===== src/rtl/vga_sync_gen.sv =====
// VGA timing generator: column/row counters with registered active-area flags,
// porch-adjusted pin syncs and line/frame start pulses, all decoded from the next count.
module vga_sync_gen #(
    parameter int TOTAL_COLS      = 800,
    parameter int TOTAL_ROWS      = 525,
    parameter int ACTIVE_COLS     = 640,
    parameter int ACTIVE_ROWS     = 480,
    parameter int H_FRONT_PORCH   = 16,
    parameter int H_SYNC_WIDTH    = 96,
    parameter int V_FRONT_PORCH   = 10,
    parameter int V_SYNC_WIDTH    = 2,
    parameter int SYNC_ACTIVE_LOW = 1
) (
    input  logic       i_clk,
    input  logic       i_rst_n,
    input  logic       i_enable,
    output logic       o_hsync,
    output logic       o_vsync,
    output logic       o_vga_hs,
    output logic       o_vga_vs,
    output logic       o_active,
    output logic [9:0] o_col_count,
    output logic [9:0] o_row_count,
    output logic       o_line_start,
    output logic       o_frame_start
);

    // Thresholds are 11 bits so a pulse ending exactly at TOTAL = 1024 still compares correctly.
    localparam logic [9:0]  COL_LAST  = 10'(TOTAL_COLS - 1);
    localparam logic [9:0]  ROW_LAST  = 10'(TOTAL_ROWS - 1);
    localparam logic [10:0] H_ACT     = 11'(ACTIVE_COLS);
    localparam logic [10:0] V_ACT     = 11'(ACTIVE_ROWS);
    localparam logic [10:0] H_PULSE_S = 11'(ACTIVE_COLS + H_FRONT_PORCH);
    localparam logic [10:0] H_PULSE_E = 11'(ACTIVE_COLS + H_FRONT_PORCH + H_SYNC_WIDTH);
    localparam logic [10:0] V_PULSE_S = 11'(ACTIVE_ROWS + V_FRONT_PORCH);
    localparam logic [10:0] V_PULSE_E = 11'(ACTIVE_ROWS + V_FRONT_PORCH + V_SYNC_WIDTH);
    localparam logic        PIN_IDLE  = (SYNC_ACTIVE_LOW != 0);

    localparam bit PARAMS_OK =
        (ACTIVE_COLS + H_FRONT_PORCH + H_SYNC_WIDTH <= TOTAL_COLS) &&
        (ACTIVE_ROWS + V_FRONT_PORCH + V_SYNC_WIDTH <= TOTAL_ROWS) &&
        (TOTAL_COLS <= 1024) && (TOTAL_ROWS <= 1024) &&
        (TOTAL_COLS >= 2) && (TOTAL_ROWS >= 1);

    logic [9:0] col_q, col_d, row_q, row_d;
    logic [9:0] col_nx, row_nx;
    logic       hsync_q, hsync_d, vsync_q, vsync_d, active_q, active_d;
    logic       vga_hs_q, vga_hs_d, vga_vs_q, vga_vs_d;
    logic       line_start_q, line_start_d, frame_start_q, frame_start_d;
    logic       h_pulse, v_pulse;

    always_comb begin
        col_nx = col_q;
        row_nx = row_q;
        if (col_q == COL_LAST) begin
            col_nx = '0;
            row_nx = (row_q == ROW_LAST) ? '0 : row_q + 10'd1;
        end else begin
            col_nx = col_q + 10'd1;
        end

        h_pulse = ({1'b0, col_nx} >= H_PULSE_S) && ({1'b0, col_nx} < H_PULSE_E);
        v_pulse = ({1'b0, row_nx} >= V_PULSE_S) && ({1'b0, row_nx} < V_PULSE_E);

        col_d         = col_q;
        row_d         = row_q;
        hsync_d       = hsync_q;
        vsync_d       = vsync_q;
        active_d      = active_q;
        vga_hs_d      = vga_hs_q;
        vga_vs_d      = vga_vs_q;
        line_start_d  = 1'b0;
        frame_start_d = 1'b0;

        // Pulses drop to 0 when frozen so they never stretch across a stall.
        if (i_enable) begin
            col_d         = col_nx;
            row_d         = row_nx;
            hsync_d       = ({1'b0, col_nx} < H_ACT);
            vsync_d       = ({1'b0, row_nx} < V_ACT);
            active_d      = ({1'b0, col_nx} < H_ACT) && ({1'b0, row_nx} < V_ACT);
            vga_hs_d      = h_pulse ^ PIN_IDLE;
            vga_vs_d      = v_pulse ^ PIN_IDLE;
            line_start_d  = (col_nx == '0);
            frame_start_d = (col_nx == '0) && (row_nx == '0);
        end
    end

    always_ff @(posedge i_clk or negedge i_rst_n) begin
        if (!i_rst_n) begin
            col_q         <= COL_LAST;
            row_q         <= ROW_LAST;
            hsync_q       <= 1'b0;
            vsync_q       <= 1'b0;
            active_q      <= 1'b0;
            vga_hs_q      <= PIN_IDLE;
            vga_vs_q      <= PIN_IDLE;
            line_start_q  <= 1'b0;
            frame_start_q <= 1'b0;
        end else begin
            col_q         <= col_d;
            row_q         <= row_d;
            hsync_q       <= hsync_d;
            vsync_q       <= vsync_d;
            active_q      <= active_d;
            vga_hs_q      <= vga_hs_d;
            vga_vs_q      <= vga_vs_d;
            line_start_q  <= line_start_d;
            frame_start_q <= frame_start_d;
        end
    end

    // Simulation guard against timing parameters the counters cannot represent.
    always_ff @(posedge i_clk) begin
        assert (PARAMS_OK);
    end

    assign o_col_count   = col_q;
    assign o_row_count   = row_q;
    assign o_hsync       = hsync_q;
    assign o_vsync       = vsync_q;
    assign o_active      = active_q;
    assign o_vga_hs      = vga_hs_q;
    assign o_vga_vs      = vga_vs_q;
    assign o_line_start  = line_start_q;
    assign o_frame_start = frame_start_q;

endmodule


===== config.mk =====
export PLATFORM = sky130hd
export DESIGN_NAME = vga_sync_gen
export DESIGN_NICKNAME = d
export VERILOG_FILES = /design/src/rtl/vga_sync_gen.sv
export SDC_FILE = /design/constraint.sdc
export NUM_CORES = 1
export LEC_CHECK = 0
export ABC_AREA = 1
export CORE_AREA = 5 5 69 71
export CTS_CLUSTER_SIZE = 12
export DETAILED_ROUTE_END_ITERATION = 6
export DIE_AREA = 0 0 74 76
export GPL_ROUTABILITY_DRIVEN = 0
export GPL_TIMING_DRIVEN = 0
export PLACE_DENSITY = 0.71
export SLEW_MARGIN = 10
export SYNTH_ARGS = -nofsm -noshare
export SYNTH_HDL_FRONTEND = slang
export SYNTH_SLANG_ARGS = --single-unit
export TNS_END_PERCENT = 50

===== constraint.sdc =====
create_clock -name i_clk -period 1.8 [get_ports i_clk]
set_input_delay 0.36 -clock i_clk [delete_from_list [all_inputs] [get_ports i_clk]]
set_output_delay 0.36 -clock i_clk [all_outputs]
set_load 0.02 [all_outputs]

==> key figures <==
Timing
  – Max-slew violation count: 0
  – Worst slew margin: roughly 60%
  – Final Hold Viols: 0
  – Final setup margin: -0.0724 ns
  – RSZ-0062 raised after global routing: true
  – Final setup violating endpoints: 7
  – Period utilisation layout: 104%
  – Hold slack final: roughly 0.073 ns
  – Highest Clock Rate: 0.534 GHz
  – Final Skew: slightly below 0.01 ns
  – Setup_tns: -0.291 ns
  – Worst slew pin tran: between 0.5 and 0.6 ns
  – Period minus WS final: 1.87 ns

Synthesis
  – Async SR Flop Fraction: 100%
  – Seq/Total Area, Yosys: 35.8%
  – Top FF cell, synth: dfrtp_1
  – Yosys top cell area share: between 10% and 20%
  – Syn Inst Count: approximately 270
  – Synthesized flop and latch total: 27
  – Post-Syn Area: 1930 um^2
  – Yosys top cell by area: dfrtp_1
  – Top cells by area, synth: dfrtp_1 (19%), dfstp_2 (16%), nand2_1 (16%)
  – Netlist cell types: 35
  – EDFF count, synth: 0
  – Post-synth net total: 281
  – Mean Syn Cell Area: roughly 7 um^2
  – YS warnings: 0

Run status
  – Failing checks: setup timing
  – Outcome: finished, violations left

Global route
  – GR Overflow Total: 0
  – Largest net degree at the start of global routing: 28
  – Global-route wire length before repair: ~8800 um
  – Vias in the first global route: 1872
  – Antenna violations before repair: 0
  – GRT Total Usage: 19.6%

Floorplan
  – IO Count: 30
  – Die Ht: 76 um
  – Core Footprint: 4170 um^2
  – Die width: 74 um
  – Initial Utilization: between 40% and 50%
  – Die area: 5620 um^2
  – Site Rows: 24

Critical path
  – Max Fanout on Critical Path: 3
  – Worst setup EP type: flip-flop
  – Reg2reg end: o_vsync
  – Setup slack, reg-to-reg: -0.07 ns
  – Worst Reg-to-Reg Cells: 11
  – Startpoint types: flip-flop
  – Critical path type: flip-flop to flip-flop
  – Worst flop-to-flop path startpoint: o_col_count[1]
  – Data required, critical path: a little under 2 ns
  – Worst path arrival time: just over 2 ns

Clocking
  – Root buffer cell: clkbuf_8
  – Clock transition at path regs: 0.10 ns
  – Clock sink total: 27
  – Clk_lat worst skew: between 0.2 and 0.3 ns
  – H-Tree Depth: 1
  – CTS max path bufs: 2
  – CTS tree: yes
  – Num CTS Buffers: 3

Detailed routing
  – Post-route ant nets: 0
  – Vias per cell: around 5.3
  – TritonRoute pass-1 iters: 5
  – Mean routed wirelength per cell: 14.5 um
  – Iter 0 DRT Violations: 241
  – WL final: ~5600 um
  – Drc violations: 0
  – Vias: 2045

Cells and area
  – Fin cells: approximately 380
  – Post-route cell area: around 2700 um^2
  – Syn-to-layout area delta: 41.9%
  – Layout cells sized above 1: between 30 and 40%
  – Fillers: between 300 and 400
  – Antenna Diode Count: 0
  – Fin nets: 340
  – Most common cell after layout, fill and taps aside: nand2_1
  – Most frequent cells in the layout: nand2_1 (77), inv_1 (25), nor2_1 (25), buf_4 (21), nand3_1 (16)

Power and ir drop
  – Total power: around 2.6 mW
  – Leakage: about 1.3 nW
  – Worst-case vdd ir drop: between 400 and 500 uV
  – Pwr dens: about 960 nW/um^2

Flow run
  – Max-cap viol count: 0

Placement
  – Hpwl dp: between 3000 and 4000 um
  – Port bufs: 28
  – Placed cell count: ~350
  – Cell Area, Placed: 2290 um^2

Hold path
  – Worst Hold Class: primary input to asynchronous set/reset pin
[routing by layer]
| layer | vias to the layer above | routed length (um) | share of wire, % | GRT usage (%) |
|---|---|---|---|---|
| met5 | - | 0 | 0 | 0 |
| met4 | 0 | 143 | 2.6 | 7.43 |
| met3 | 17 | 314 | 5.6 | 2.51 |
| met2 | 78 | 2650 | 47 | 28.7 |
| met1 | 955 | 2480 | 44 | 28.8 |
| li1 | 995 | - | - | - |
[how the worst max path moves through the flow]
stage	endpoint	from	slack, ns	depth (start not counted)
6_report	o_vsync	o_col_count[1]	-0.07	11
5_1_grt	o_frame_start	o_col_count[1]	-0.20	10
4_1_cts	o_vga_vs	o_col_count[0]	-0.10	12
3_3_place_gp	o_vsync	o_col_count[0]	-0.18	11
3_5_place_dp	o_vsync	o_col_count[0]	-0.20	11
2_1_floorplan	o_frame_start	o_col_count[0]	-0.02	10
[stage by stage]
| stage | worst slack [ns] | util (%) |
|---|---|---|
| floorplan | -0.0168 | - |
| global placement | -0.178 | 54.9 |
| detailed placement | -0.203 | 54.9 |
| CTS | -0.101 | 59.6 |
| global route | -0.201 | 65.5 |
| finish | -0.0724 | 65.5 |
[cell families after synthesis]
| kind of cell | after synthesis | share of synthesized area (%) |
|---|---|---|
| flops | 27 | 35.8 |
| fa+ha+maj | 4 | 2.60 |
| compound gates | 25 | 7.27 |
| xor+xnor | 1 | 0.455 |
| buf+inv | 39 | 9.02 |
| simple gates | 178 | 44.8 |
[sequential cells by signal, summed over array words and instances (netlist names)]
register       flops
o_col_count       10
o_row_count       10
o_active           1
o_frame_start      1
o_hsync            1
o_line_start       1
o_vga_hs           1
o_vga_vs           1
o_vsync            1
[timing repair]
action                                  4_1_cts  5_1_grt
buffers inserted                              9       16
endpoints found under the setup margin       18       22
gates resized for setup                      21       41
gates cloned                                  1        1
hold buffers                                  0        0
pin swaps                                    10       19
[cells in the mapped netlist, types with 2 or more instances]
library cell and instances:
nand4_1 10, ha_1 4, dfrtp_1 15, inv_1 28
a21oi_1 2, nand3_1 23, nand4_2 2, dfstp_2 12
o21ai_1 2, o21a_1 2, clkbuf_1 4, nor2_1 28
nand3_2 6, nor2_2 7, o21ai_0 15, nand2_1 84
buf_4 2, nor2_4 3, nand2_2 9
[power breakdown]
group	switching, mW	total [mW]	internal, mW
clock	0.204	0.363	0.159
sequential	0.190	0.963	0.773
combinational	0.749	1.30	0.548
[final cells by class]
cell class | count | area, um^2 | area share (%)
Clock buffer | 4 | 45.0 | 1.65
Buffer | 10 | 72.6 | 2.65
Multi-Input combinational cell | 208 | 1230 | 44.8
Timing Repair Buffer | 54 | 523 | 19.1
Inverter | 29 | 109 | 3.98
Tap cell | 52 | 65.1 | 2.38
Sequential cell | 27 | 694 | 25.4
[critical path, cell delays in order (launching register included)]
cell     delay [ns]
dfstp_2        0.58
ha_4           0.18
nand4_4        0.10
nor2_4         0.19
buf_6          0.15
nand3_4        0.07
nand2_2        0.10
nand3_2        0.09
nor2_4         0.15
inv_2          0.06
nand3_2        0.05
nand2_1        0.06
Power figures use the tool's default switching activity.
